### src/rtl/game_judge_if.sv
// Board-in / verdict-out bundle between the board store and the game judge.
interface game_judge_if;
    logic       move_done;
    logic [1:0] pos1;
    logic [1:0] pos2;
    logic [1:0] pos3;
    logic [1:0] pos4;
    logic [1:0] pos5;
    logic [1:0] pos6;
    logic [1:0] pos7;
    logic [1:0] pos8;
    logic [1:0] pos9;
    logic       busy;
    logic       result_valid;
    logic [1:0] winner;
    logic [2:0] win_line;
    logic       draw;
    logic       game_over;
    logic       bad_cell;
    logic [2:0] led_out1;
    logic [2:0] led_out2;

    modport master (
        output move_done, pos1, pos2, pos3, pos4, pos5, pos6, pos7, pos8, pos9,
        input  busy, result_valid, winner, win_line, draw, game_over, bad_cell,
               led_out1, led_out2
    );

    modport slave (
        input  move_done, pos1, pos2, pos3, pos4, pos5, pos6, pos7, pos8, pos9,
        output busy, result_valid, winner, win_line, draw, game_over, bad_cell,
               led_out1, led_out2
    );
endinterface

### src/rtl/game_judge.sv
// Tic-tac-toe referee: snapshots the board after each move, scans the eight
// lines one per cycle and reports win/draw/turn status plus player LEDs.
module game_judge #(
    parameter int BLINK_CYCLES = 25000000
) (
    input  logic        clk,
    input  logic        reset,
    game_judge_if.slave bus
);
    localparam int            CW         = $clog2(BLINK_CYCLES + 1);
    localparam logic [CW-1:0] BLINK_LAST = CW'(BLINK_CYCLES - 1);
    localparam logic [CW-1:0] BLINK_ONE  = CW'(1);

    typedef enum logic [1:0] {
        IDLE   = 2'd0,
        SCAN   = 2'd1,
        REPORT = 2'd2,
        OVER   = 2'd3
    } state_t;

    // Three 4-bit cell indices (0-based) of each line, first cell in the MSBs.
    function automatic logic [11:0] line_cells(input logic [2:0] idx);
        logic [11:0] c;
        case (idx)
            3'd0:    c = {4'd0, 4'd1, 4'd2};
            3'd1:    c = {4'd3, 4'd4, 4'd5};
            3'd2:    c = {4'd6, 4'd7, 4'd8};
            3'd3:    c = {4'd0, 4'd3, 4'd6};
            3'd4:    c = {4'd1, 4'd4, 4'd7};
            3'd5:    c = {4'd2, 4'd5, 4'd8};
            3'd6:    c = {4'd0, 4'd4, 4'd8};
            3'd7:    c = {4'd2, 4'd4, 4'd6};
            default: c = {4'd0, 4'd1, 4'd2};
        endcase
        return c;
    endfunction

    function automatic logic [1:0] count_code(input logic [1:0] a, input logic [1:0] b,
                                              input logic [1:0] c, input logic [1:0] code);
        return {1'b0, a == code} + {1'b0, b == code} + {1'b0, c == code};
    endfunction

    state_t        state_r;
    state_t        state_s;
    logic [1:0]    pos_s [9];
    logic [1:0]    snap_r [9];
    logic [2:0]    line_idx_r;
    logic          hit_r;
    logic [2:0]    hit_line_r;
    logic [1:0]    hit_owner_r;
    logic [3:0]    n1_r;
    logic [3:0]    n2_r;
    logic          pending_r;
    logic [CW-1:0] blink_cnt_r;
    logic          phase_r;

    logic          busy_r;
    logic          result_valid_r;
    logic [1:0]    winner_r;
    logic [2:0]    win_line_r;
    logic          draw_r;
    logic          game_over_r;
    logic          bad_cell_r;
    logic [2:0]    led1_r;
    logic [2:0]    led2_r;

    logic          any_bad_s;
    logic [11:0]   cell_idx_s;
    logic [1:0]    ca_s;
    logic [1:0]    cb_s;
    logic [1:0]    cc_s;
    logic          line_hit_s;
    logic [4:0]    sum_s;
    logic          draw_now_s;
    logic          finish_s;
    logic          rescan_s;
    logic          take_snap_s;
    logic [2:0]    led1_s;
    logic [2:0]    led2_s;

    // Gather the input cells and flag any illegal code.
    always_comb begin
        pos_s[0] = bus.pos1;
        pos_s[1] = bus.pos2;
        pos_s[2] = bus.pos3;
        pos_s[3] = bus.pos4;
        pos_s[4] = bus.pos5;
        pos_s[5] = bus.pos6;
        pos_s[6] = bus.pos7;
        pos_s[7] = bus.pos8;
        pos_s[8] = bus.pos9;
        any_bad_s = 1'b0;
        for (int i = 0; i < 9; i++) begin
            any_bad_s = any_bad_s | (pos_s[i] == 2'b11);
        end
    end

    // Evaluate the current line and the verdict available in REPORT.
    always_comb begin
        cell_idx_s = line_cells(line_idx_r);
        ca_s       = snap_r[cell_idx_s[11:8]];
        cb_s       = snap_r[cell_idx_s[7:4]];
        cc_s       = snap_r[cell_idx_s[3:0]];
        line_hit_s = (ca_s != 2'b00) && (ca_s == cb_s) && (cb_s == cc_s);
        sum_s      = {1'b0, n1_r} + {1'b0, n2_r};
        draw_now_s = !hit_r && (sum_s == 5'd9);
        finish_s   = hit_r || draw_now_s;
        rescan_s   = pending_r || bus.move_done;
    end

    // LED fields to publish when a result without blinking is reported.
    always_comb begin
        led1_s = 3'b000;
        led2_s = 3'b000;
        if (hit_r) begin
            led1_s = (hit_owner_r == 2'b01) ? 3'b111 : 3'b000;
            led2_s = (hit_owner_r == 2'b10) ? 3'b111 : 3'b000;
        end else if (draw_now_s) begin
            led1_s = 3'b010;
            led2_s = 3'b010;
        end else if (bad_cell_r) begin
            led1_s = 3'b100;
            led2_s = 3'b100;
        end else if (n1_r == n2_r) begin
            led1_s = 3'b001;
            led2_s = 3'b000;
        end else begin
            led1_s = 3'b000;
            led2_s = 3'b001;
        end
    end

    // Next-state logic; a snapshot is taken on every entry into SCAN.
    always_comb begin
        state_s     = state_r;
        take_snap_s = 1'b0;
        case (state_r)
            IDLE: begin
                if (bus.move_done) begin
                    state_s     = SCAN;
                    take_snap_s = 1'b1;
                end else begin
                    state_s = IDLE;
                end
            end
            SCAN: begin
                if (line_idx_r == 3'd7) begin
                    state_s = REPORT;
                end else begin
                    state_s = SCAN;
                end
            end
            REPORT: begin
                if (finish_s) begin
                    state_s = OVER;
                end else if (rescan_s) begin
                    state_s     = SCAN;
                    take_snap_s = 1'b1;
                end else begin
                    state_s = IDLE;
                end
            end
            OVER:    state_s = OVER;
            default: state_s = IDLE;
        endcase
    end

    // State register.
    always_ff @(posedge clk) begin
        if (reset) begin
            state_r <= IDLE;
        end else begin
            state_r <= state_s;
        end
    end

    // Snapshot, line scan, first-hit latch, piece counts and rescan request.
    always_ff @(posedge clk) begin
        if (reset) begin
            for (int i = 0; i < 9; i++) begin
                snap_r[i] <= 2'b00;
            end
            line_idx_r  <= 3'd0;
            hit_r       <= 1'b0;
            hit_line_r  <= 3'd0;
            hit_owner_r <= 2'b00;
            n1_r        <= 4'd0;
            n2_r        <= 4'd0;
            pending_r   <= 1'b0;
        end else if (take_snap_s) begin
            for (int i = 0; i < 9; i++) begin
                snap_r[i] <= (pos_s[i] == 2'b11) ? 2'b00 : pos_s[i];
            end
            line_idx_r  <= 3'd0;
            hit_r       <= 1'b0;
            hit_line_r  <= 3'd0;
            hit_owner_r <= 2'b00;
            n1_r        <= 4'd0;
            n2_r        <= 4'd0;
            pending_r   <= 1'b0;
        end else if (state_r == SCAN) begin
            line_idx_r <= line_idx_r + 3'd1;
            if (line_hit_s && !hit_r) begin
                hit_r       <= 1'b1;
                hit_line_r  <= line_idx_r;
                hit_owner_r <= ca_s;
            end
            // The three rows cover every cell exactly once.
            if (line_idx_r < 3'd3) begin
                n1_r <= n1_r + {2'b00, count_code(ca_s, cb_s, cc_s, 2'b01)};
                n2_r <= n2_r + {2'b00, count_code(ca_s, cb_s, cc_s, 2'b10)};
            end
            if (bus.move_done) begin
                pending_r <= 1'b1;
            end
        end else if (state_r == REPORT) begin
            pending_r <= 1'b0;
        end
    end

    // Registered status outputs, LED fields and winner blink timer.
    always_ff @(posedge clk) begin
        if (reset) begin
            busy_r         <= 1'b0;
            result_valid_r <= 1'b0;
            winner_r       <= 2'b00;
            win_line_r     <= 3'd0;
            draw_r         <= 1'b0;
            game_over_r    <= 1'b0;
            bad_cell_r     <= 1'b0;
            led1_r         <= 3'b001;
            led2_r         <= 3'b000;
            blink_cnt_r    <= '0;
            phase_r        <= 1'b0;
        end else begin
            busy_r         <= (state_s == SCAN) || (state_s == REPORT);
            result_valid_r <= (state_r == REPORT);
            if (take_snap_s) begin
                bad_cell_r <= any_bad_s;
            end
            if (state_r == REPORT) begin
                winner_r    <= hit_r ? hit_owner_r : 2'b00;
                win_line_r  <= hit_r ? hit_line_r : 3'd0;
                draw_r      <= draw_now_s;
                game_over_r <= finish_s;
                led1_r      <= led1_s;
                led2_r      <= led2_s;
                blink_cnt_r <= '0;
                phase_r     <= 1'b0;
            end else if ((state_r == OVER) && (winner_r != 2'b00)) begin
                if (blink_cnt_r == BLINK_LAST) begin
                    blink_cnt_r <= '0;
                    phase_r     <= ~phase_r;
                    if (winner_r == 2'b01) begin
                        led1_r <= phase_r ? 3'b111 : 3'b000;
                    end else begin
                        led2_r <= phase_r ? 3'b111 : 3'b000;
                    end
                end else begin
                    blink_cnt_r <= blink_cnt_r + BLINK_ONE;
                end
            end
        end
    end

    assign bus.busy         = busy_r;
    assign bus.result_valid = result_valid_r;
    assign bus.winner       = winner_r;
    assign bus.win_line     = win_line_r;
    assign bus.draw         = draw_r;
    assign bus.game_over    = game_over_r;
    assign bus.bad_cell     = bad_cell_r;
    assign bus.led_out1     = led1_r;
    assign bus.led_out2     = led2_r;
endmodule

### src/flat_wrapper.sv
// flat-port wrapper written by rule: the top's interface ports become plain ports
module game_judge_flat 
#(
    parameter int BLINK_CYCLES = 25000000
)
  (clk, reset, bus_move_done, bus_pos1, bus_pos2, bus_pos3, bus_pos4, bus_pos5, bus_pos6, bus_pos7, bus_pos8, bus_pos9, bus_busy, bus_result_valid, bus_winner, bus_win_line, bus_draw, bus_game_over, bus_bad_cell, bus_led_out1, bus_led_out2);
  game_judge_if bus_i ();
  input  logic clk;
  input  logic reset;
  input wire logic [$bits(bus_i.move_done)-1:0] bus_move_done;
  input wire logic [$bits(bus_i.pos1)-1:0] bus_pos1;
  input wire logic [$bits(bus_i.pos2)-1:0] bus_pos2;
  input wire logic [$bits(bus_i.pos3)-1:0] bus_pos3;
  input wire logic [$bits(bus_i.pos4)-1:0] bus_pos4;
  input wire logic [$bits(bus_i.pos5)-1:0] bus_pos5;
  input wire logic [$bits(bus_i.pos6)-1:0] bus_pos6;
  input wire logic [$bits(bus_i.pos7)-1:0] bus_pos7;
  input wire logic [$bits(bus_i.pos8)-1:0] bus_pos8;
  input wire logic [$bits(bus_i.pos9)-1:0] bus_pos9;
  output wire logic [$bits(bus_i.busy)-1:0] bus_busy;
  output wire logic [$bits(bus_i.result_valid)-1:0] bus_result_valid;
  output wire logic [$bits(bus_i.winner)-1:0] bus_winner;
  output wire logic [$bits(bus_i.win_line)-1:0] bus_win_line;
  output wire logic [$bits(bus_i.draw)-1:0] bus_draw;
  output wire logic [$bits(bus_i.game_over)-1:0] bus_game_over;
  output wire logic [$bits(bus_i.bad_cell)-1:0] bus_bad_cell;
  output wire logic [$bits(bus_i.led_out1)-1:0] bus_led_out1;
  output wire logic [$bits(bus_i.led_out2)-1:0] bus_led_out2;
  assign bus_i.move_done = bus_move_done;
  assign bus_i.pos1 = bus_pos1;
  assign bus_i.pos2 = bus_pos2;
  assign bus_i.pos3 = bus_pos3;
  assign bus_i.pos4 = bus_pos4;
  assign bus_i.pos5 = bus_pos5;
  assign bus_i.pos6 = bus_pos6;
  assign bus_i.pos7 = bus_pos7;
  assign bus_i.pos8 = bus_pos8;
  assign bus_i.pos9 = bus_pos9;
  assign bus_busy = bus_i.busy;
  assign bus_result_valid = bus_i.result_valid;
  assign bus_winner = bus_i.winner;
  assign bus_win_line = bus_i.win_line;
  assign bus_draw = bus_i.draw;
  assign bus_game_over = bus_i.game_over;
  assign bus_bad_cell = bus_i.bad_cell;
  assign bus_led_out1 = bus_i.led_out1;
  assign bus_led_out2 = bus_i.led_out2;
  game_judge #(.BLINK_CYCLES(BLINK_CYCLES)) u_core (.clk(clk), .reset(reset), .bus(bus_i));
endmodule
### config.mk
export PLATFORM = sky130hd
export DESIGN_NAME = game_judge_flat
export DESIGN_NICKNAME = d
export VERILOG_FILES = /design/src/rtl/game_judge_if.sv /design/src/rtl/game_judge.sv /design/src/flat_wrapper.sv
export SDC_FILE = /design/constraint.sdc
export NUM_CORES = 1
export LEC_CHECK = 0
export CORE_ASPECT_RATIO = 2
export CORE_MARGIN = 5
export CORE_UTILIZATION = 60
export CTS_BUF_LIST = sky130_fd_sc_hd__clkbuf_8
export DETAILED_ROUTE_END_ITERATION = 8
export GPL_TIMING_DRIVEN = 0
export PLACE_DENSITY = 0.82
export SLEW_MARGIN = 15
export SYNTH_ARGS = -nofsm -noshare
export SYNTH_HDL_FRONTEND = slang
export SYNTH_SLANG_ARGS = --single-unit
### constraint.sdc
create_clock -name clk -period 4.2 [get_ports clk]
set_input_delay 0.84 -clock clk [delete_from_list [all_inputs] [get_ports clk]]
set_output_delay 0.84 -clock clk [all_outputs]
set_load 0.005 [all_outputs]
==> impl_table.tex, run 1 <==
\begin{tabular}{lr}
\hline
Metric & Value \\
\hline
\multicolumn{2}{l}{\textbf{Yosys}} \\
Portion of synthesized cell area occupied by the leading cell type & 0.3087 \\
Proportion of synthesized chip area in sequential cells & 0.4261 \\
Syn nets & 495 \\
Fraction of synthesis flops using an asynchronous set or reset pin & 0 \\
Mapped Cells & 454 \\
Cell area after technology mapping & 4604 µm² \\
Number of distinct standard cells referenced by the synthesized netlist & between 60 and 70 \\
Total of flip-flops plus latches after synthesis & 89 \\
Post-Syn Area per Cell & between 10 and 15 µm² \\
Top flip-flop cell by instance count after synthesis & sky130\_fd\_sc\_hd\_\_dfxtp\_1 \\
Leading area contributor after synthesis & sky130\_fd\_sc\_hd\_\_dfxtp\_1 \\
Ranking of synthesized cells by area & sky130\_fd\_sc\_hd\_\_dfxtp\_1, sky130\_fd\_sc\_hd\_\_edfxtp\_1, sky130\_fd\_sc\_hd\_\_mux4\_2, sky130\_fd\_sc\_hd\_\_nor2\_1, sky130\_fd\_sc\_hd\_\_mux2i\_1 \\
Count of flip-flops with a built-in enable after synthesis & 18 \\
Total number of yosys warnings & 0 \\
\multicolumn{2}{l}{\textbf{Place}} \\
Count of input and output buffers & 36 \\
HPWL Detailed & 7.489 mm \\
Gp weighted congestion & 0.8321 \\
\multicolumn{2}{l}{\textbf{Clocking}} \\
Post-CTS sizing & 0 \\
Number of buffers inserted during clock tree synthesis & 9 \\
Buffers inserted during post-CTS setup optimization & 0 \\
Post-CTS clock slew at the launch and capture registers of the worst setup and hold paths & 90 ps \\
CTS tree & built \\
Buffer cell driving the clock tree root & sky130\_fd\_sc\_hd\_\_clkbuf\_8 \\
Count of hold-fix buffers inserted at cts & 0 \\
H-Tree Level Count & 3 \\
Deepest clock path buffer count & 2 \\
Total clock sinks & 89 \\
Later-pin clock latency in the skew report & 370 ps \\
\multicolumn{2}{l}{\textbf{Setup path}} \\
Critical path required time & 4490 ps \\
Critical Path Stages & 13 \\
Arr. time, crit path & roughly 4200 ps \\
Worst reg-to-reg path cell count & 13 \\
Family with the most delay on the worst path & adder cells \\
Crit start category & flop \\
Slowest Stage Delay on Critical Path & 570 ps \\
Slowest-stage cell, CP & sky130\_fd\_sc\_hd\_\_a211oi\_1 \\
Crit path buffers/inverters & 2 \\
Category of the most critical setup path & reg -> reg \\
Cell breakdown of the critical path & ha\_1, fa\_1, nor3b\_1, o2bb2ai\_1, a31oi\_4, a211oi\_1, or3\_1, buf\_2, buf\_2, nor2\_1, ha\_1, nor2\_1, a211oi\_2 \\
Crit path capture type & flop \\
Maximum fanout count along the critical path & 27 \\
\multicolumn{2}{l}{\textbf{Routing}} \\
Routed wire length & 9.805 mm \\
Antenna violation net count after detailed routing & 0 \\
Routed via count & 3,493 \\
Pre-antenna DRT Iters & 4 \\
Routed len/inst & 16.34 µm \\
1st-iter DRT viols & 297 \\
Number of DRC violations after detailed routing & 0 \\
Via-per-instance ratio & 5.822 \\
\multicolumn{2}{l}{\textbf{Timing}} \\
Endpoints failing hold & 0 \\
Number of pins exceeding their max-slew limit in the final report & 0 \\
Sum of negative setup slack & 0 ps \\
Final clock skew & 7.073 ps \\
Max Freq & 0.2558 GHz \\
Min Hold Slack & 460.6 ps \\
Max-slew headroom at the worst pin & 0.5062 \\
Transition time of the tightest slew-check pin & about 740 ps \\
RSZ-0062 raised after global routing & no \\
Total setup violations reported at the end of the flow & 0 \\
Ratio of final minimum period to clock period & 0.9309 \\
Final min period & about 4000 ps \\
\multicolumn{2}{l}{\textbf{Global routing}} \\
Number of global-route vias before repair & 3,497 \\
Largest net degree at the start of global routing & 28 \\
Total GRT Usage & 0.2185 \\
GRT Residual Overflow & 0 \\
Global-route wire length before repair & 16.42 mm \\
Initial antenna violation count & 0 \\
\multicolumn{2}{l}{\textbf{Min path}} \\
Hold path cells & 2 \\
Type of the tightest min-delay check & reg -> reg \\
\multicolumn{2}{l}{\textbf{Floorplan}} \\
Placeable core region & 7545 µm² \\
Number of core rows & 45 \\
Die width & just over 70 µm \\
DIE HEIGHT & 133.9 µm \\
I/O pin count & 37 \\
Area of the die & 9632 µm² \\
Starting Density & 0.6103 \\
\multicolumn{2}{l}{\textbf{Layout}} \\
Share of cells above drive strength 1 & 0.09684 \\
Final Net Count & approximately 540 \\
Layout area overhead & 14.59\% \\
Final antenna diode count & 0 \\
Commonest cells after routing, fill and taps aside & sky130\_fd\_sc\_hd\_\_dfxtp\_1, sky130\_fd\_sc\_hd\_\_nor2\_1, sky130\_fd\_sc\_hd\_\_clkdlybuf4s50\_1, sky130\_fd\_sc\_hd\_\_nand2\_1, sky130\_fd\_sc\_hd\_\_nor3b\_1 \\
Most frequent standard cell in the layout excluding fill and tap cells & sky130\_fd\_sc\_hd\_\_dfxtp\_1 \\
\multicolumn{2}{l}{\textbf{Power}} \\
Total power per unit cell area & 331.4 nW/µm² \\
Static leakage & 0.001852 µW \\
Total power & approximately 1700 µW \\
Peak supply drop & 0.2553 mV \\
\multicolumn{2}{l}{\textbf{Run status}} \\
Run status & complete, no violations \\
\multicolumn{2}{l}{\textbf{Run}} \\
MaxCap Viol Count & 0 \\
\hline
\end{tabular}
-- kinds of logic after synthesis --
family | count (synthesis) | synth area share
buf+inv | 33 | 0.03125
mux | 38 | 0.1201
fa+ha+maj | 20 | 0.06250
simple gates | 186 | 0.2098
xor+xnor | 30 | 0.05706
flops | 89 | 0.4261
compound gates | 58 | 0.09321
-- layout make-up --
type | count | area, µm²
Buffer | 17 | 83.83
Timing Repair Buffer | 36 | 360.3
Clock buffer | 9 | 123.9
Inverter | 16 | 60.06
Tap cell | 94 | 117.6
Fill cell | 574 | 2268
Multi-Input combinational cell | 332 | 2499
Sequential cell | 89 | 1962
Clock inverter | 7 | 70.07
-- worst paths after layout --
kind	end	slack (ps)	startpoint
max	u_core.cell_idx_s[2]$_DFF_P_	290	u_core.n2_r[0]$_SDFFE_PP0P_
min	u_core.bus.win_line[1]$_SDFFE_PP0P_	460	u_core.bus.win_line[1]$_SDFFE_PP0P_
max reg2reg	u_core.cell_idx_s[2]$_DFF_P_	290	u_core.n2_r[0]$_SDFFE_PP0P_
min reg2reg	u_core.bus.win_line[1]$_SDFFE_PP0P_	460	u_core.bus.win_line[1]$_SDFFE_PP0P_
-- layer usage --
metal / vias up / GRT usage / share of wire
met2: 84 / 0.3965 / 0.56
li1: 1707 / - / -
met1: 1673 / 0.2258 / 0.36
met4: 0 / 0.1161 / 0.040
met3: 29 / 0.04951 / 0.034
met5: - / 0 / 0
-- worst min-delay path, stage by stage (launching register included) --
cell and delay [ps]:
sky130_fd_sc_hd__dfxtp_1 320, sky130_fd_sc_hd__nand2_1 50, sky130_fd_sc_hd__a21oi_1 50
-- power breakdown --
part / internal (µW) / switching, µW / total (µW)
registers: 897 / 26.2 / 924
logic: 114 / 126 / 240
clock network: 274 / 312 / 585
total: 1280 / 464 / 1750
-- per-stage QoR --
| step | cells | cell area, µm² | utilization | setup slack [ps] |
|---|---|---|---|---|
| floorplan | 454 | 4604 | - | 872.1 |
| global placement | 584 | 5082 | 0.6736 | 415.2 |
| detailed placement | 584 | 5082 | 0.6736 | 367.9 |
| CTS | 600 | 5276 | 0.6993 | 278.3 |
| global route | 600 | 5276 | 0.6993 | 86.85 |
| finish | 600 | 5276 | 0.6993 | 290.2 |
-- cells in the mapped netlist, types with 12 or more instances --
master	count
sky130_fd_sc_hd__dfxtp_1	71
sky130_fd_sc_hd__nor2_1	64
sky130_fd_sc_hd__nand2_1	34
sky130_fd_sc_hd__nor3b_1	21
sky130_fd_sc_hd__mux2i_1	19
sky130_fd_sc_hd__edfxtp_1	18
sky130_fd_sc_hd__nand3_1	18
sky130_fd_sc_hd__xor2_1	16
sky130_fd_sc_hd__a21oi_1	15
sky130_fd_sc_hd__ha_1	15
sky130_fd_sc_hd__inv_1	15
sky130_fd_sc_hd__xnor2_1	14
sky130_fd_sc_hd__nor3_1	12
-- flip-flops by register name (all words and copies together) (netlist names), 4 cells and up --
register / flops
u_core.n2_r: 4
u_core.snap_r: 18
u_core.n1_r: 4
u_core.blink_cnt_r: 25
u_core.cell_idx_s: 9
(Power assumes the default switching activity.)
==> run 2: changes to the inputs <==
--- a/config.mk
+++ b/config.mk
@@ -5,10 +5,12 @@
 export SDC_FILE = /design/constraint.sdc
 export NUM_CORES = 1
 export LEC_CHECK = 0
+export ABC_CLOCK_PERIOD_IN_PS = 4200
 export CORE_ASPECT_RATIO = 2
 export CORE_MARGIN = 5
 export CORE_UTILIZATION = 60
 export CTS_BUF_LIST = sky130_fd_sc_hd__clkbuf_8
+export CTS_CLUSTER_DIAMETER = 120
 export DETAILED_ROUTE_END_ITERATION = 8
 export GPL_TIMING_DRIVEN = 0
 export PLACE_DENSITY = 0.82
==> results of run 2 <==
No change in the layout: final DEF, timing and power equal those of run 1.
==> run 3: changes to the inputs <==
--- a/config.mk
+++ b/config.mk
@@ -5,7 +5,7 @@
 export SDC_FILE = /design/constraint.sdc
 export NUM_CORES = 1
 export LEC_CHECK = 0
-export ABC_CLOCK_PERIOD_IN_PS = 4200
+export ABC_CLOCK_PERIOD_IN_PS = 3750
 export CORE_ASPECT_RATIO = 2
 export CORE_MARGIN = 5
 export CORE_UTILIZATION = 60
==> constraint.sdc (replaced) <==
create_clock -name clk -period 3.75 [get_ports clk]
set_input_delay 0.75 -clock clk [delete_from_list [all_inputs] [get_ports clk]]
set_output_delay 0.75 -clock clk [all_outputs]
set_load 0.005 [all_outputs]
==> impl_table.tex, run 3 (synthesis results as in run 1) <==
\begin{tabular}{lr}
\hline
Metric & Value \\
\hline
\multicolumn{2}{l}{\textbf{Timing}} \\
Final clock skew & $\sim$8.0 ps \\
Number of pins exceeding their max-slew limit in the final report & 0 \\
Final min period & 3548 ps \\
Max Freq & 0.2819 GHz \\
RSZ-0062 raised after global routing & no \\
PnR worst setup slack & about 200 ps \\
Total setup violations reported at the end of the flow & 0 \\
Endpoints failing hold & 0 \\
Ratio of final minimum period to clock period & 0.9461 \\
Max-slew headroom at the worst pin & 0.5151 \\
Min Hold Slack & about 460 ps \\
Transition time of the tightest slew-check pin & between 700 and 800 ps \\
\multicolumn{2}{l}{\textbf{Layout}} \\
Final antenna diode count & 0 \\
Largest reg by FF count & u\_core.blink\_cnt\_r \\
Final Net Count & 544 \\
Commonest cells after routing, fill and taps aside & sky130\_fd\_sc\_hd\_\_dfxtp\_1, sky130\_fd\_sc\_hd\_\_nor2\_1, sky130\_fd\_sc\_hd\_\_clkdlybuf4s50\_1, sky130\_fd\_sc\_hd\_\_nand2\_1, sky130\_fd\_sc\_hd\_\_nor3b\_1 \\
Share of cells above drive strength 1 & 0.1063 \\
Largest register FFs & 25 \\
Layout area overhead & 15.30\% \\
Post-route cell area & 5309 µm² \\
Most frequent standard cell in the layout excluding fill and tap cells & sky130\_fd\_sc\_hd\_\_dfxtp\_1 \\
\multicolumn{2}{l}{\textbf{Setup path}} \\
R2r startpoint & u\_core.n1\_r[0]\$\_SDFFE\_PP0P\_ \\
Arr. time, crit path & between 3000 and 4000 ps \\
Category of the most critical setup path & reg -> reg \\
Crit start category & flop \\
Crit path capture type & flop \\
Beginning of the critical path & u\_core.n1\_r[0]\$\_SDFFE\_PP0P\_ \\
Maximum fanout count along the critical path & 27 \\
Critical path required time & 3990 ps \\
\multicolumn{2}{l}{\textbf{Clocking}} \\
Count of hold-fix buffers inserted at cts & 0 \\
CTS tree & built \\
Number of buffers inserted during clock tree synthesis & 9 \\
Later-pin clock latency in the skew report & 370 ps \\
Buffer cell driving the clock tree root & sky130\_fd\_sc\_hd\_\_clkbuf\_8 \\
Deepest clock path buffer count & 2 \\
H-Tree Level Count & 3 \\
Post-CTS clock slew at the launch and capture registers of the worst setup and hold paths & $\sim$90 ps \\
Total clock sinks & 89 \\
\multicolumn{2}{l}{\textbf{Routing}} \\
Number of DRC violations after detailed routing & 0 \\
Routed via count & between 3,000 and 4,000 \\
1st-iter DRT viols & 247 \\
Pre-antenna DRT Iters & 4 \\
Via-per-instance ratio & 5.836 \\
Routed wire length & 9.904 mm \\
Routed len/inst & 16.45 µm \\
Antenna violation net count after detailed routing & 0 \\
\multicolumn{2}{l}{\textbf{Place}} \\
Dpl ws & -82.14 ps \\
HPWL Detailed & 7.489 mm \\
Count of input and output buffers & 36 \\
Gp weighted congestion & 0.8321 \\
Total cell area at the placement stage & slightly above 5000 µm² \\
\multicolumn{2}{l}{\textbf{Floorplan}} \\
DIE HEIGHT & 133.9 µm \\
Starting Density & 0.6103 \\
Placeable core region & $\sim$7500 µm² \\
Die width & 71.95 µm \\
Number of core rows & 45 \\
I/O pin count & 37 \\
Area of the die & 9632 µm² \\
\multicolumn{2}{l}{\textbf{Power}} \\
Share of total power in the clock network & 0.336 \\
Switch share & 0.2673 \\
Static leakage & 0.001870 µW \\
Total power & slightly below 2000 µW \\
Internal Dissipation & 1440 µW \\
Net switching power & 525.4 µW \\
Peak supply drop & 0.2880 mV \\
Seq pwr share & 0.526 \\
Combinational share of power & 0.138 \\
Total power per unit cell area & 370.3 nW/µm² \\
\multicolumn{2}{l}{\textbf{Min path}} \\
Hold\_sp & u\_core.bus.win\_line[1]\$\_SDFFE\_PP0P\_ \\
Type of the tightest min-delay check & reg -> reg \\
\multicolumn{2}{l}{\textbf{Global routing}} \\
Total GRT Usage & 0.2185 \\
Initial antenna violation count & 0 \\
Number of global-route vias before repair & 3,497 \\
Largest net degree at the start of global routing & 28 \\
GRT Residual Overflow & 0 \\
Global-route wire length before repair & 16.42 mm \\
\multicolumn{2}{l}{\textbf{Run}} \\
MaxCap Viol Count & 0 \\
\multicolumn{2}{l}{\textbf{Run status}} \\
Run status & complete, no violations \\
\hline
\end{tabular}
-- run 3: worst paths after layout --
kind         cells after the start                                   to  slack (ps)
max                             13         u_core.cell_idx_s[2]$_DFF_P_         200
min                              2  u_core.bus.win_line[1]$_SDFFE_PP0P_         460
max reg2reg                     13         u_core.cell_idx_s[2]$_DFF_P_         200
min reg2reg                      2  u_core.bus.win_line[1]$_SDFFE_PP0P_         460
-- run 3: worst max-delay path: stages (launching register included) --
cell	delay, ps
sky130_fd_sc_hd__dfxtp_1	390
sky130_fd_sc_hd__ha_1	230
sky130_fd_sc_hd__fa_1	470
sky130_fd_sc_hd__nor3b_2	220
sky130_fd_sc_hd__o2bb2ai_1	120
sky130_fd_sc_hd__a31oi_4	280
sky130_fd_sc_hd__a211oi_2	160
sky130_fd_sc_hd__or3_1	340
sky130_fd_sc_hd__buf_2	190
sky130_fd_sc_hd__buf_4	250
sky130_fd_sc_hd__nor2_1	210
sky130_fd_sc_hd__ha_1	320
sky130_fd_sc_hd__nor2_1	170
sky130_fd_sc_hd__a211oi_2	60
-- run 3: routing by layer --
layer,track usage,vias to the layer above,share of wire
li1,-,1708,-
met1,0.2258,1695,0.36
met2,0.3965,82,0.56
met3,0.04951,28,0.031
met4,0.1161,0,0.039
met5,0,-,0
-- run 3: cell type report --
type | instances | area, µm²
repair buffers | 38 | 375.4
flip-flops and latches | 89 | 1962
fillers | 573 | 2236
multi-input cells | 332 | 2514
clock inverters | 7 | 70.07
clock buffers | 9 | 123.9
plain buffers | 17 | 86.33
well taps | 94 | 117.6
inverters | 16 | 60.06
-- run 3: power groups by stage --
stage / sequential [µW] / combinational, µW / clock (µW)
2_1_floorplan: 1050 / 189 / 0
3_3_place_gp: 1050 / 257 / 0
3_5_place_dp: 1060 / 267 / 0
4_1_cts: 1030 / 270 / 671
5_1_grt: 1040 / 296 / 710
6_report: 1030 / 271 / 661
-- run 3: what timing repair did --
item | in CTS | in global routing
endpoints found under the setup margin | 5 | 1
gates cloned | 0 | 0
resized for setup | 1 | 3
buffers inserted | 0 | 2
-- run 3: stage by stage --
step / cells / TNS, ps / utilization
CTS: 600 / 0 / 0.6997
floorplan: 454 / 0 / -
global placement: 584 / -34.84 / 0.6736
global route: 602 / 0 / 0.7036
detailed placement: 584 / -82.14 / 0.6736
finish: 602 / 0 / 0.7036
==> variant 1, RTL diff (flow settings as in run 3) <==
Encoding of `state_t`: now one-hot (4 bits for 4 states).
--- a/src/rtl/game_judge.sv
+++ b/src/rtl/game_judge.sv
@@ -11,11 +11,11 @@
     localparam logic [CW-1:0] BLINK_LAST = CW'(BLINK_CYCLES - 1);
     localparam logic [CW-1:0] BLINK_ONE  = CW'(1);
 
-    typedef enum logic [1:0] {
-        IDLE   = 2'd0,
-        SCAN   = 2'd1,
-        REPORT = 2'd2,
-        OVER   = 2'd3
+    typedef enum logic [3:0] {
+        IDLE   = 4'b0001,
+        SCAN   = 4'b0010,
+        REPORT = 4'b0100,
+        OVER   = 4'b1000
     } state_t;
 
     // Three 4-bit cell indices (0-based) of each line, first cell in the MSBs.
Behaviour: same outputs for any inputs over 10 cycles, from zero or initial values and one cycle with reset high; not proved beyond that.
==> variant 1 against run 3 <==
- wire length increased by 8.2%
- count of clock-buffer cells in the layout increased by 1
- synthesized area increased by 1.4%
- power increased by 3.3%
- cell area increased by 1.3%
- sequential cell count increased by 2
- synthesized cell count increased by 4.6%
- final cell count increased by 3.2%
- worst setup slack improved by 0.076 ns
- critical endpoint unchanged
- largest cell class unchanged
- largest power group unchanged
==> variant 1: results (changes against run 3) <==
Parameter                              Value

Synthesis
  Top cells by instance count after synthesis ... sky130_fd_sc_hd__dfxtp_1, sky130_fd_sc_hd__nor2_1, sky130_fd_sc_hd__nand2_1
  Number of distinct standard cells referenced by the synthesized netlist ... 58 (-7.9%)
  Count of warnings emitted by yosys ... 0 (unchanged)
  Multiplexer fraction of the synthesized cell area ... 10.8% (-1.2 points)
  XOR/XNOR share of the synthesized area ... 5.63% (-0.080 points)
  Main area contributors after synthesis ... sky130_fd_sc_hd__dfxtp_1, sky130_fd_sc_hd__edfxtp_1, sky130_fd_sc_hd__mux4_2, sky130_fd_sc_hd__nor2_1, sky130_fd_sc_hd__mux2i_1
  Compound-gate portion of the synthesized area ... 9.65% (+0.33 points)
  Share of the yosys chip area belonging to registers ... 42.9% (+0.26 points)
  Post-synthesis share of cell area spent on full adders, half adders and majority gates ... 6.16% (-0.087 points)
  Number of instances in the synthesized netlist ... 475 (+4.6%)
  Post-Synthesis Net Count ... 516 (+4.2%)

Cells and area
  Number of nets in the finished design ... 563 (+3.5%)
  Final standard cell count with taps included and fillers excluded ... 621 (+3.2%)

Global route
  GR met2 Demand/Resource ... 44.0% (+4.4 points)
  Maximum number of pins on one net before global-route repair ... 28 (unchanged)
  Via count of the first global-routing pass ... 3930 (+12%)
  Met3 track demand over resource ... 4.02% (-0.93 points)
  Met1 layer usage reported by global route ... 20.5% (-2.1 points)
  Global router's overall resource usage ... 23.2% (+1.4 points)
  Wire length of the first global-routing pass ... 17.5 mm (+6.6%)

Setup path
  Kind of cell adding the most delay to the critical path ... compound AO/OA/AOI/OAI gates
  Startpoint of the most critical setup path ... u_core.n2_r[0]
  Slowest stage cell on the critical path ... sky130_fd_sc_hd__fa_1
  Worst Path Arrival ... 3.72 ns (-0.07 ns)
  Crit-path max cell delay ... 0.43 ns (-0.04 ns)
  Origin of the critical flop-to-flop path ... u_core.n2_r[0]
  Largest fanout on the critical path ... 10 (-63%)

Place
  GPL Wtd Cong ... 1.01 (+21%)
  DP Area ... 5150 um2 (+1.3%)
  DP Worst Slack ... 0.0799 ns (+0.162 ns)
  HPWL reported at the end of detailed placement ... 8.55 mm (+14%)
  Placed Instances ... 605 (+3.6%)

Clocking
  Resized Gates After CTS ... 0 (-1)

Drt
  Count of TritonRoute iterations in the first routing pass ... 4 (unchanged)
  WL met2 ... 6.17 mm (+10%)
  Post-DR wirelength/cell ... 17.3 um (+4.9%)
  Number of vias after detailed routing ... 3739 (+6.4%)
  Met3 WL ... 377 um (+23%)
  Wire length the detailed router placed on met1 ... 3.51 mm (-2.9%)
  Count of routing violations after the opening detailed-route iteration ... 208 (-16%)

Hold path
  Min-Delay Startpoint ... u_core.bus.win_line[0]

Power and ir drop
  Leak ... 0.00193 uW (+3.3%)

Timing
  Worst Max-Slew Pin Slew ... 0.926 ns (+0.201 ns)
  Clock tree skew after final layout ... 0.00898 ns (+0.00102 ns)

Status
  Outcome ... complete, no violations
-- variant 1: cell count changes in the layout (fill, tap and decap cells not counted), sizes merged, moves of 5 or more --
cell,delta
nor3,-5
nand2b,-7
nor2,-8
nand3,+7
nand2,+14
-- variant 1: report_power, final --
| part | leakage [uW] | internal, uW | switching [uW] |
|---|---|---|---|
| combinational | 0.00103 | 112 | 132 |
| clock | 0.000119 | 389 | 333 |
| sequential | 0.000781 | 1030 | 30.4 |
-- variant 1: worst paths after layout --
path,endpoint,slack (ns),cells after the start
worst max-delay path,u_core.cell_idx_s[2],0.28,14
worst max register to register,u_core.cell_idx_s[2],0.28,14
worst min register to register,u_core.bus.win_line[0],0.45,2
worst min-delay path,u_core.bus.win_line[0],0.45,2
-- variant 1: cell type report --
type	count	area [um2]	area share (%)
multi-input cells	349	2540	47.2
flip-flops and latches	91	2000	37.2
repair buffers	36	360	6.70
clock buffers	10	138	2.56
well taps	94	118	2.19
clock inverters	6	81.3	1.51
plain buffers	16	72.6	1.35
inverters	19	71.3	1.33
==> variant 2, RTL diff (config.mk and constraints of run 3) <==
Without the edit above. `BLINK_CYCLES` is set to 25000000 in 2 places; all go to 50000000.
--- a/src/rtl/game_judge.sv
+++ b/src/rtl/game_judge.sv
@@ -1,7 +1,7 @@
 // Tic-tac-toe referee: snapshots the board after each move, scans the eight
 // lines one per cycle and reports win/draw/turn status plus player LEDs.
 module game_judge #(
-    parameter int BLINK_CYCLES = 25000000
+    parameter int BLINK_CYCLES = 50000000
 ) (
     input  logic        clk,
     input  logic        reset,
--- a/src/flat_wrapper.sv
+++ b/src/flat_wrapper.sv
@@ -1,7 +1,7 @@
 // flat-port wrapper written by rule: the top's interface ports become plain ports
 module game_judge_flat 
 #(
-    parameter int BLINK_CYCLES = 25000000
+    parameter int BLINK_CYCLES = 50000000
 )
   (clk, reset, bus_move_done, bus_pos1, bus_pos2, bus_pos3, bus_pos4, bus_pos5, bus_pos6, bus_pos7, bus_pos8, bus_pos9, bus_busy, bus_result_valid, bus_winner, bus_win_line, bus_draw, bus_game_over, bus_bad_cell, bus_led_out1, bus_led_out2);
   game_judge_if bus_i ();
Function: same outputs for any inputs over 10 cycles, from zero or initial values and one cycle with reset high; that may be too few to reach the edited logic, so the function may still have changed.
==> variant 2 against run 3 <==
- synthesized area shrank 2.3%
- wire length rose by 0.25%
- cell area shrank 1.7%
- sequential cell count increased by 1
- fmax rose by 3.8%
- power increased by 5.1%
- worst setup slack improved by 0.13 ns
- largest cell class unchanged
- highest routed layer unchanged
==> variant 2: results (changes against run 3) <==
Parameter                              Value

Setup path
  Largest fanout on the critical path ... 10 (-63%)
  Crit-path max cell delay ... 0.45 ns (-0.02 ns)
  Startpoint of the most critical setup path ... u_core.n2_r[0]
  Kind of cell adding the most delay to the critical path ... compound AO/OA/AOI/OAI gates
  Reg2Reg Setup Slack ... 0.33 ns (+0.13 ns)

Synthesis
  Share of the yosys chip area belonging to registers ... 44.1% (+1.5 points)
  Main area contributors after synthesis ... sky130_fd_sc_hd__dfxtp_1, sky130_fd_sc_hd__edfxtp_1, sky130_fd_sc_hd__nor2_1, sky130_fd_sc_hd__mux2i_1, sky130_fd_sc_hd__ha_1
  Post-synthesis share of cell area spent on full adders, half adders and majority gates ... 6.40% (+0.15 points)
  Post-Synthesis Net Count ... 490 (-1.0%)
  XOR/XNOR share of the synthesized area ... 5.84% (+0.13 points)
  Top cells by instance count after synthesis ... sky130_fd_sc_hd__dfxtp_1, sky130_fd_sc_hd__nor2_1, sky130_fd_sc_hd__nand2_1
  Compound-gate portion of the synthesized area ... 8.04% (-1.3 points)

Status
  Outcome ... complete, no violations

Timing
  Clock tree skew after final layout ... 0.00598 ns (-0.00198 ns)
  Worst Max-Slew Pin Slew ... 0.698 ns (-0.0268 ns)

Drt
  Post-DR wirelength/cell ... 16.7 um (+1.8%)
  Count of routing violations after the opening detailed-route iteration ... 147 (-40%)
  Vias per std cell ... 5.88 (+0.77%)

Cells and area
  #MultiIn Comb ... 331 (-0.30%)
  Fraction of standard cell area in multi-input logic ... 46.1% (-1.2 points)
  Share of cells above drive strength 1 ... 7.98% (-2.6 points)
  Number of nets in the finished design ... 537 (-1.3%)
  Number of flip-flops in the largest register ... 26 (+4.0%)
  Non-clk buf share ... 8.06% (-0.64 points)
  Clock distribution area overhead in the final layout ... 4.63% (+0.98 points)
  Signal buffers ... 50 (-9.1%)

Global route
  Global router's overall resource usage ... 22.6% (+0.75 points)
  Via count of the first global-routing pass ... 3689 (+5.5%)

Power and ir drop
  Leak ... 0.00191 uW (+2.4%)
  Max rail drop VDD ... 0.296 mV (+2.9%)
  Net switching power figure ... 495 uW (-5.9%)
  Power in combinational cells ... 242 uW (-11%)

Hold path
  Min-Delay Startpoint ... u_core.bus.win_line[2]
  Hold path endpoint ... u_core.bus.win_line[2]

Place
  GPL Wtd Cong ... 0.919 (+10%)
  HPWL reported at the end of detailed placement ... 7.46 mm (-0.41%)
variant 2: cell count changes in the layout (fill, tap and decap cells not counted), sizes merged, moves of 3 or more:
cell | run 3 | this run
mux2i | 21 | 25
nor4 | 5 | 2
xor2 | 16 | 21
nor2 | 64 | 67
buf | 8 | 3
xnor2 | 14 | 9
nand2 | 34 | 39
variant 2: per-stage QoR:
step | cell area [um2] | hold slack [ns] | setup slack, ns | instances
2_1_floorplan | 4500 | 0.435 | 0.730 | 449
4_1_cts | 5220 | 0.483 | 0.343 | 593
6_report | 5220 | 0.478 | 0.331 | 593
3_3_place_gp | 4970 | 0.453 | 0.453 | 577
3_5_place_dp | 4970 | 0.450 | 0.348 | 577
5_1_grt | 5220 | 0.507 | 0.0492 | 593
variant 2: per-layer routing:
metal	track usage (%)	routed length [um]
met4	11.7	369
met3	4.94	385
met2	41.8	5630
met1	22.8	3550
met5	0	0
